--- src/rtl/pbs_pkg.sv ---
// Shared types and constants for the battle datapath (resolver, CPU picker).
// Latency: n/a (declarations only).
// Backpressure: n/a.
package pbs_pkg;

  // Attack resolver FSM states, 2-bit encoding.
  typedef enum logic [1:0] {
    IDLE  = 2'd0,
    ROLL  = 2'd1,
    APPLY = 2'd2,
    OVER  = 2'd3
  } resolver_state_t;

  localparam int          HP_INIT_DEF   = 40;
  localparam logic [15:0] LFSR_SEED_DEF = 16'hACE1;

  // Side encoding for attacker / winner.
  localparam logic PLAYER = 1'b0;
  localparam logic CPU    = 1'b1;

  // One step of the 16-bit Fibonacci LFSR, taps 16,14,13,11.
  function automatic logic [15:0] lfsr_step(input logic [15:0] cur);
    logic fb;
    fb = cur[15] ^ cur[13] ^ cur[12] ^ cur[10];
    return {cur[14:0], fb};
  endfunction

endpackage

--- src/rtl/battle_lfsr.sv ---
// Free-running 16-bit pseudo-random source for hit rolls and CPU move picks.
// Latency: new value every cycle; SEED visible the cycle after reset.
// Backpressure: none, never stalls.
module battle_lfsr
  import pbs_pkg::*;
#(
  parameter logic [15:0] SEED = LFSR_SEED_DEF
) (
  input  logic        clk,
  input  logic        reset,
  output logic [15:0] rnd
);

  // Load the seed on reset, otherwise advance one step per cycle.
  always_ff @(posedge clk) begin
    if (reset) begin
      rnd <= SEED;
    end else begin
      rnd <= lfsr_step(rnd);
    end
  end

endmodule

--- src/rtl/attack_resolver.sv ---
// Resolves one attack: hit roll against accuracy, saturating HP damage, faint detection.
// Latency: start at edge N -> HP/hit/done at edge N+2; next start accepted from N+2.
// Backpressure: start outside IDLE (or the final APPLY edge) is dropped, not queued.
module attack_resolver
  import pbs_pkg::*;
#(
  parameter int          HP_W      = 6,
  parameter int          HP_INIT   = HP_INIT_DEF,
  parameter logic [15:0] LFSR_SEED = LFSR_SEED_DEF
) (
  input  logic            clk,
  input  logic            reset,
  input  logic            start,
  input  logic            attacker,
  input  logic [3:0]      dmg,
  input  logic [3:0]      accu,
  output logic [HP_W-1:0] p_hp,
  output logic [HP_W-1:0] c_hp,
  output logic            busy,
  output logic            done,
  output logic            hit,
  output logic            game_over,
  output logic            winner
);

  localparam logic [HP_W-1:0] HP_RST = HP_W'(HP_INIT);

  resolver_state_t state, state_nxt;

  logic            att_l;
  logic [3:0]      dmg_l;
  logic [3:0]      accu_l;
  logic            hit_nxt;
  logic            take;

  logic [HP_W-1:0] def_hp;
  logic [HP_W-1:0] dmg_ext;
  logic [HP_W-1:0] def_new;
  logic            def_dead;

  logic [15:0]     lfsr_val;
  logic            lfsr_unused;

  battle_lfsr #(
    .SEED (LFSR_SEED)
  ) u_lfsr (
    .clk   (clk),
    .reset (reset),
    .rnd   (lfsr_val)
  );

  // Only the low nibble is the hit roll; the rest is for other consumers.
  assign lfsr_unused = ^lfsr_val[15:4];

  assign busy = (state == ROLL) || (state == APPLY);

  // Defender's HP after this attack, saturating at zero.
  always_comb begin
    def_hp   = (att_l == CPU) ? p_hp : c_hp;
    dmg_ext  = HP_W'(dmg_l);
    def_new  = def_hp;
    if (hit_nxt) begin
      def_new = (def_hp > dmg_ext) ? (def_hp - dmg_ext) : '0;
    end
    def_dead = (def_new == '0);
  end

  // Next-state logic; a start on the APPLY edge chains straight into ROLL
  // so attacks can be issued every two cycles.
  always_comb begin
    state_nxt = state;
    take      = 1'b0;
    case (state)
      IDLE: begin
        if (start && !game_over) begin
          take      = 1'b1;
          state_nxt = ROLL;
        end
      end
      ROLL: begin
        state_nxt = APPLY;
      end
      APPLY: begin
        if (def_dead) begin
          state_nxt = OVER;
        end else if (start) begin
          take      = 1'b1;
          state_nxt = ROLL;
        end else begin
          state_nxt = IDLE;
        end
      end
      OVER: begin
        state_nxt = OVER;
      end
      default: begin
        state_nxt = IDLE;
      end
    endcase
  end

  // State register.
  always_ff @(posedge clk) begin
    if (reset) begin
      state <= IDLE;
    end else begin
      state <= state_nxt;
    end
  end

  // Operand latch, hit roll and HP/result registers.
  always_ff @(posedge clk) begin
    if (reset) begin
      att_l     <= PLAYER;
      dmg_l     <= '0;
      accu_l    <= '0;
      hit_nxt   <= 1'b0;
      p_hp      <= HP_RST;
      c_hp      <= HP_RST;
      done      <= 1'b0;
      hit       <= 1'b0;
      game_over <= 1'b0;
      winner    <= 1'b0;
    end else begin
      done <= (state == APPLY);
      if (take) begin
        att_l  <= attacker;
        dmg_l  <= dmg;
        accu_l <= accu;
      end
      if (state == ROLL) begin
        hit_nxt <= (lfsr_val[3:0] <= accu_l);
      end
      if (state == APPLY) begin
        hit <= hit_nxt;
        if (att_l == CPU) begin
          p_hp <= def_new;
        end else begin
          c_hp <= def_new;
        end
        if (def_dead) begin
          game_over <= 1'b1;
          winner    <= att_l;
        end
      end
    end
  end

endmodule
--- config.mk ---
export PLATFORM = sky130hd
export DESIGN_NAME = attack_resolver
export DESIGN_NICKNAME = d
export VERILOG_FILES = /design/src/rtl/pbs_pkg.sv /design/src/rtl/battle_lfsr.sv /design/src/rtl/attack_resolver.sv
export SDC_FILE = /design/constraint.sdc
export NUM_CORES = 1
export LEC_CHECK = 0
export ABC_AREA = 1
export ABC_CLOCK_PERIOD_IN_PS = 2290
export CELL_PAD_IN_SITES_DETAIL_PLACEMENT = 1
export CELL_PAD_IN_SITES_GLOBAL_PLACEMENT = 2
export CORE_ASPECT_RATIO = 0.7
export CORE_MARGIN = 5
export CORE_UTILIZATION = 30
export CTS_BUF_LIST = sky130_fd_sc_hd__clkbuf_8
export DETAILED_ROUTE_END_ITERATION = 10
export PLACE_DENSITY_LB_ADDON = 0.25
export SLEW_MARGIN = 20
export SYNTH_ARGS = -nofsm -noshare
export SYNTH_HDL_FRONTEND = slang
export SYNTH_SLANG_ARGS = --single-unit
export TNS_END_PERCENT = 100
--- constraint.sdc ---
create_clock -name clk -period 2.29 [get_ports clk]
set_input_delay 0.458 -clock clk [delete_from_list [all_inputs] [get_ports clk]]
set_output_delay 0.458 -clock clk [all_outputs]
set_load 0.05 [all_outputs]
==> impl_metrics.env, run 1 <==
export IMPL_grt_pass1_wl_mm=9.777
export IMPL_dieArea_sq_um=9125
export IMPL_hold_worst_slack_ns=0.4061
export IMPL_numCtsBuffers=5
export IMPL_hold_buffers=0
export IMPL_syn_instance_count=285
export IMPL_timing_critical_path_fanout_max=6
export IMPL_ys_types=32
export IMPL_synth_edff_count=0
export IMPL_start_util=0.3042
export IMPL_rsz0062_at_grt="yes"
export IMPL_htreeDepth=2
export IMPL_pre_cts_ws_ns=-0.2612
export IMPL_cts_tree="built"
export IMPL_grt_ovfl_total=0
export IMPL_whs_endpoint="u_lfsr.rnd[15]$_SDFF_PP1_"
export IMPL_dieWidth_um=112.1
export IMPL_synth_nets=310
export IMPL_rrSetupSlack_ns=-0.15
export IMPL_drtPass1Iterations=4
export IMPL_min_delay_start="u_lfsr.rnd[14]$_SDFF_PP0_"
export IMPL_placementRows=26
export IMPL_yosysSeqAreaShare=0.4027
export IMPL_clock_skew_ns=0.01088
export IMPL_p_leak_nw=1.369
export IMPL_insertion_delay_ns=0.30
export IMPL_synth_async_sr_flop_share=0
export IMPL_via_per_inst=4.400
export IMPL_ios=29
export IMPL_grtUsageTotal=0.1346
export IMPL_synthFlopType="dfxtp_1"
export IMPL_worstPathRequired_ns=2.49
export IMPL_drc=0
export IMPL_ys_warn_count=0
export IMPL_via_count=1927
export IMPL_grt_max_degree=24
export IMPL_worst_slack_ns=-0.1456
export IMPL_ir_worst_vdd_v=0.0004365
export IMPL_r2r_end="accu_l[2]$_SDFFE_PP0P_"
export IMPL_min_period_over_period=1.064
export IMPL_tns_ns=-1.360
export IMPL_die_y_um=81.44
export IMPL_ctsRootBufferMaster="clkbuf_8"
export IMPL_antenna_cells=0
export IMPL_reg2reg_depth=16
export IMPL_status="complete, but fails checks"
export IMPL_finalCriticalPeriod_ns=2.436
export IMPL_hp_class="flip-flop to flip-flop"
export IMPL_endpoint_kind="flip-flop"
export IMPL_timing_fmax_mhz=410.6
export IMPL_violations="setup timing"
export IMPL_path_class="flip-flop to flip-flop"
export IMPL_relSlewSlack=0.6586
export IMPL_nets=364
export IMPL_start_kind="flip-flop"
export IMPL_drt_iter0_markers=42
export IMPL_avgSynthCellArea_sq_um=7.674
export IMPL_wire_per_inst_um=13.32
export IMPL_hold_viol=0
export IMPL_whs_path_depth=1
export IMPL_cts_buffer_depth=2
export IMPL_synth_seq_cells=44
export IMPL_worst_pin_slew_ns=0.5104
export IMPL_power_density_nw_per_um2=1099
export IMPL_postRouteAntennaNets=0
export IMPL_io_buffers=28
export IMPL_final_cell_mix="nand2_1, inv_1, dfxtp_1"
export IMPL_rr_startpoint="att_l$_SDFFE_PP0P_"
export IMPL_grt_pass1_vias=1922
export IMPL_crit_arrival_ns=2.63
export IMPL_finish_instance_area_sq_um=2974
export IMPL_hpwlAfterDp_mm=4.302
export IMPL_place_area_sq_um=2730
export IMPL_antenna_found_initial=0
export IMPL_syn_area_sq_um=2187
export IMPL_clk_pin_slew_ns=0.10
export IMPL_cts_sinks=44
export IMPL_drive_above_1_share=0.2765
export IMPL_globalplace_congestion=0.7614
export IMPL_slew_viol_final=0
export IMPL_maxCapViolCount=0
export IMPL_final_setup_viol_count=13
export IMPL_coreArea_sq_um=7189
export IMPL_postRouteWirelength_mm=5.834
export IMPL_utilization=0.4137
export IMPL_mostFrequentLayoutCell="nand2_1"
export IMPL_syn_to_final_growth_pct=35.98
critical path, stage by stage, from the launching register on:
cell	delay, ns
dfxtp_4	0.39
o21ai_4	0.17
ha_2	0.20
inv_2	0.04
fa_2	0.34
nand2_1	0.07
nand2_1	0.07
nand3_2	0.10
nand2_4	0.10
a21boi_2	0.17
nand2_2	0.09
nor2_4	0.15
nand2_4	0.13
nand2_4	0.14
nand3_2	0.07
nand2_1	0.06
nor2_1	0.04
kinds of logic (layout without fill, tap and decap cells):
family	Yosys count	in the layout	share of synthesized area
flops	44	44	0.4027
compound gates	44	44	0.1373
xor+xnor	3	3	0.01202
fa+ha+maj	13	13	0.07780
simple gates	127	130	0.2654
buf+inv	54	106	0.1047
layout make-up:
class | instances | area (sq um)
fill | 883 | 4215
multi-input combinational | 190 | 1201
sequential | 44 | 897.1
timing repair buffer | 53 | 469.2
inverter | 45 | 168.9
tap | 98 | 122.6
clock buffer | 5 | 68.82
clock inverter | 3 | 46.29
worst max-delay path by stage:
stage                                     from                endpoint  slack [ns]
after floorplan             att_l$_SDFFE_PP0P_      att_l$_SDFFE_PP0P_       -0.08
after CTS                   att_l$_SDFFE_PP0P_      att_l$_SDFFE_PP0P_       -0.10
final                       att_l$_SDFFE_PP0P_  accu_l[2]$_SDFFE_PP0P_       -0.15
after detailed placement    att_l$_SDFFE_PP0P_      att_l$_SDFFE_PP0P_       -0.26
after global routing        att_l$_SDFFE_PP0P_   dmg_l[0]$_SDFFE_PP0P_       -0.27
after global placement    c_hp[0]$_SDFFE_PP0P_      att_l$_SDFFE_PP0P_       -0.25
registers in the layout, indices dropped and copies added (netlist names):
name	count
u_lfsr.rnd	16
c_hp	6
p_hp	6
accu_l	4
dmg_l	4
state	2
att_l	1
done	1
game_over	1
hit	1
hit_nxt	1
winner	1
synth_stat cells (5+ instances only):
master    count  area (sq um)
nor2_1       27         101.4
a21oi_2      10         87.58
inv_1        41         153.9
a21oi_1      14         70.07
o211ai_1      6         45.04
or2_2         7         43.79
nand3_1      18         90.09
nand2_1      61         229.0
ha_1         12         150.1
clkbuf_1      5         18.77
dfxtp_1      44         880.8
o21ai_0       8         40.04
layer usage:
metal / track usage / share of wire / up-vias
li1: - / - / 1006
met5: 0 / 0 / -
met3: 0.02872 / 0.031 / 2
met2: 0.2087 / 0.41 / 24
met1: 0.1938 / 0.55 / 895
met4: 0.02881 / 0.0041 / 0
through the flow:
step / power, mW / std cells
finish: 3.268 / 438
global route: 3.517 / 438
CTS: 3.236 / 437
detailed placement: 2.490 / 425
global placement: 2.466 / 425
floorplan: 1.995 / 285
what timing repair did:
action,CTS,global route
setup endpoints to repair,13,16
pin swaps,5,6
gates cloned,2,1
gates resized for setup,12,9
setup buffers,2,2
report_power, final:
part | leakage, nW | internal, mW | total [mW] | switching, mW
clock network | 0.0548 | 0.329 | 0.620 | 0.291
logic | 0.948 | 0.693 | 1.68 | 0.986
registers | 0.367 | 0.882 | 0.968 | 0.0867
total | 1.37 | 1.90 | 3.27 | 1.36
No activity file was read; power rests on OpenSTA's default activity.
==> run 2, diff against run 1 <==
ABC_CLOCK_PERIOD_IN_PS = default   (was 2290)
SETUP_SLACK_MARGIN = 0.5   (was default)
==> impl_metrics.env, run 2 (synthesis results as in run 1) <==
export IMPL_io_buffers=28
export IMPL_pre_cts_ws_ns=-0.2829
export IMPL_relSlewSlack=0.6543
export IMPL_grt_max_degree=24
export IMPL_internal_power_mw=2.033
export IMPL_cts_tree="built"
export IMPL_grtUsageTotal=0.1356
export IMPL_dieArea_sq_um=9125
export IMPL_p_seq_frac=0.276
export IMPL_p_sw_mw=1.478
export IMPL_timing_critical_path_fanout_max=6
export IMPL_hpwlAfterDp_mm=4.419
export IMPL_postRouteAntennaNets=0
export IMPL_via_count=1939
export IMPL_drive_above_1_share=0.3190
export IMPL_mostFrequentLayoutCell="nand2_1"
export IMPL_top_regs="u_lfsr.rnd x16, c_hp x6, p_hp x6"
export IMPL_slew_viol_final=0
export IMPL_hp_class="flip-flop to flip-flop"
export IMPL_start_kind="flip-flop"
export IMPL_htreeDepth=2
export IMPL_largest_register="u_lfsr.rnd"
export IMPL_grt_pass1_vias=1935
export IMPL_antenna_cells=0
export IMPL_worst_slack_ns=-0.1881
export IMPL_clock_skew_ns=0.007521
export IMPL_maxCapViolCount=0
export IMPL_clk_pin_slew_ns=0.09
export IMPL_finalCriticalPeriod_ns=2.478
export IMPL_hold_buffers=0
export IMPL_insertion_delay_ns=0.30
export IMPL_critPathMostFrequentCell="nand2_2"
export IMPL_grt_pass1_wl_mm=9.818
export IMPL_via_per_inst=4.348
export IMPL_ctsRootBufferMaster="clkbuf_8"
export IMPL_ir_worst_vdd_v=0.0003354
export IMPL_violations="setup timing"
export IMPL_endpoint_kind="flip-flop"
export IMPL_cts_sinks=44
export IMPL_cts_buffer_depth=2
export IMPL_dp_cells=429
export IMPL_status="complete, but fails checks"
export IMPL_path_class="flip-flop to flip-flop"
export IMPL_path_cells="nand2_4 > o21ai_4 > ha_2 > inv_2 > fa_2 > nand2_2 > nand2_2 > nand3_4 > nand2_8 > a21boi_4 > nand2_2 > nor2_4 > buf_4 > buf_6 > nand3_4 > nand2_1 > a21oi_1"
export IMPL_crit_family="simple AND/OR/NAND/NOR gates"
export IMPL_start_util=0.3042
export IMPL_worstPathRequired_ns=2.48
export IMPL_crit_buf_inv=3
export IMPL_wire_per_inst_um=13.55
export IMPL_slowest_delay_ns=0.42
export IMPL_p_leak_nw=1.470
export IMPL_power_density_nw_per_um2=1126
export IMPL_numCtsBuffers=5
export IMPL_dieWidth_um=112.1
export IMPL_coreArea_sq_um=7189
export IMPL_grt_ovfl_total=0
export IMPL_drc=0
export IMPL_crit_arrival_ns=2.67
export IMPL_drt_iter0_markers=39
export IMPL_power_share_clock=0.180
export IMPL_drtPass1Iterations=4
export IMPL_globalplace_congestion=0.7757
export IMPL_tns_ns=-2.057
export IMPL_switching_share=0.4210
export IMPL_timing_fmax_mhz=403.5
export IMPL_syn_to_final_growth_pct=42.56
export IMPL_postRouteWirelength_mm=6.042
export IMPL_cp_slowest_cell="dfxtp_4"
export IMPL_rsz0062_at_grt="yes"
export IMPL_p_total_mw=3.510
export IMPL_min_period_over_period=1.082
export IMPL_final_setup_viol_count=13
export IMPL_ios=29
export IMPL_antenna_found_initial=0
export IMPL_hold_viol=0
export IMPL_die_y_um=81.44
export IMPL_largest_reg_flops=16
export IMPL_worst_pin_slew_ns=0.5206
export IMPL_placementRows=26
export IMPL_fin_cells=446
export IMPL_p_comb_frac=0.545
export IMPL_nets=372
export IMPL_final_cell_mix="nand2_1, inv_1, dfxtp_1"
[run 2: cell types whose count changed in the layout (fill, tap and decap cells not counted), moves of 4 or more]
| cell | before | now |
|---|---|---|
| clkdlybuf4s50_1 | 27 | 11 |
| buf_6 | 1 | 6 |
| nand2_1 | 57 | 49 |
| nand2_2 | 6 | 13 |
| buf_4 | 25 | 29 |
| dlygate4sd2_1 | 0 | 14 |
[run 2: cell type report]
| type | count | area (sq um) |
|---|---|---|
| inverters | 45 | 173.9 |
| clock buffers | 5 | 68.82 |
| repair buffers | 63 | 558.0 |
| fillers | 871 | 4071 |
| clock inverters | 3 | 46.29 |
| flip-flops and latches | 44 | 899.6 |
| well taps | 98 | 122.6 |
| multi-input cells | 188 | 1249 |
[run 2: power groups by stage]
stage,logic [mW],registers [mW],clock network [mW]
2_1_floorplan,0.929,1.07,0
3_3_place_gp,1.51,0.977,0
3_5_place_dp,1.52,0.979,0
4_1_cts,1.65,0.967,0.651
5_1_grt,2.08,0.985,0.680
6_report,1.91,0.967,0.631
[run 2: routing by layer]
layer  share of wire  global-route usage  vias up
met5               0                   0        -
met2            0.42              0.2028       23
li1                -                   -     1016
met4          0.0048             0.02881        0
met1            0.55              0.1976      898
met3           0.032             0.03461        2
[run 2: worst paths after layout]
| path | from | end | slack (ns) | cells after the start |
|---|---|---|---|---|
| worst max-delay path | att_l$_SDFFE_PP0P_ | winner$_SDFFE_PP0P_ | -0.19 | 17 |
| worst min-delay path | u_lfsr.rnd[7]$_SDFF_PP1_ | u_lfsr.rnd[8]$_SDFF_PP0_ | 0.41 | 2 |
| worst max register to register | att_l$_SDFFE_PP0P_ | winner$_SDFFE_PP0P_ | -0.19 | 17 |
| worst min register to register | u_lfsr.rnd[7]$_SDFF_PP1_ | u_lfsr.rnd[8]$_SDFF_PP0_ | 0.41 | 2 |
[run 2: timing repair]
| item | in CTS | in global routing |
|---|---|---|
| gates resized for setup | 30 | 28 |
| buffers inserted | 4 | 4 |
| endpoints found under the setup margin | 41 | 25 |
| cloned | 1 | 0 |
| pin swaps | 3 | 16 |
[run 2: worst register-to-register path: cells and delay by family, from the launching register on]
family          cells  cell delay [ns]
simple gates        9             0.82
compound gates      3             0.30
fa+ha+maj           2             0.57
buf+inv             3             0.28
flops               1             0.42
[run 2: per-stage QoR]
step                      cell area (sq um)  hold slack [ns]    util
final                                  3118           0.4072  0.4337
after detailed placement               2775           0.3961  0.3860
after global placement                 2775           0.3894  0.3860
after CTS                              2973           0.4102  0.4135
after global routing                   3118           0.4303  0.4337
after floorplan                        2220           0.3883       -
==> run 3, diff against run 2 <==
CAP_MARGIN = 20   (was default)
==> results of run 3 <==
No change in the layout: final DEF, timing and power equal those of run 2.
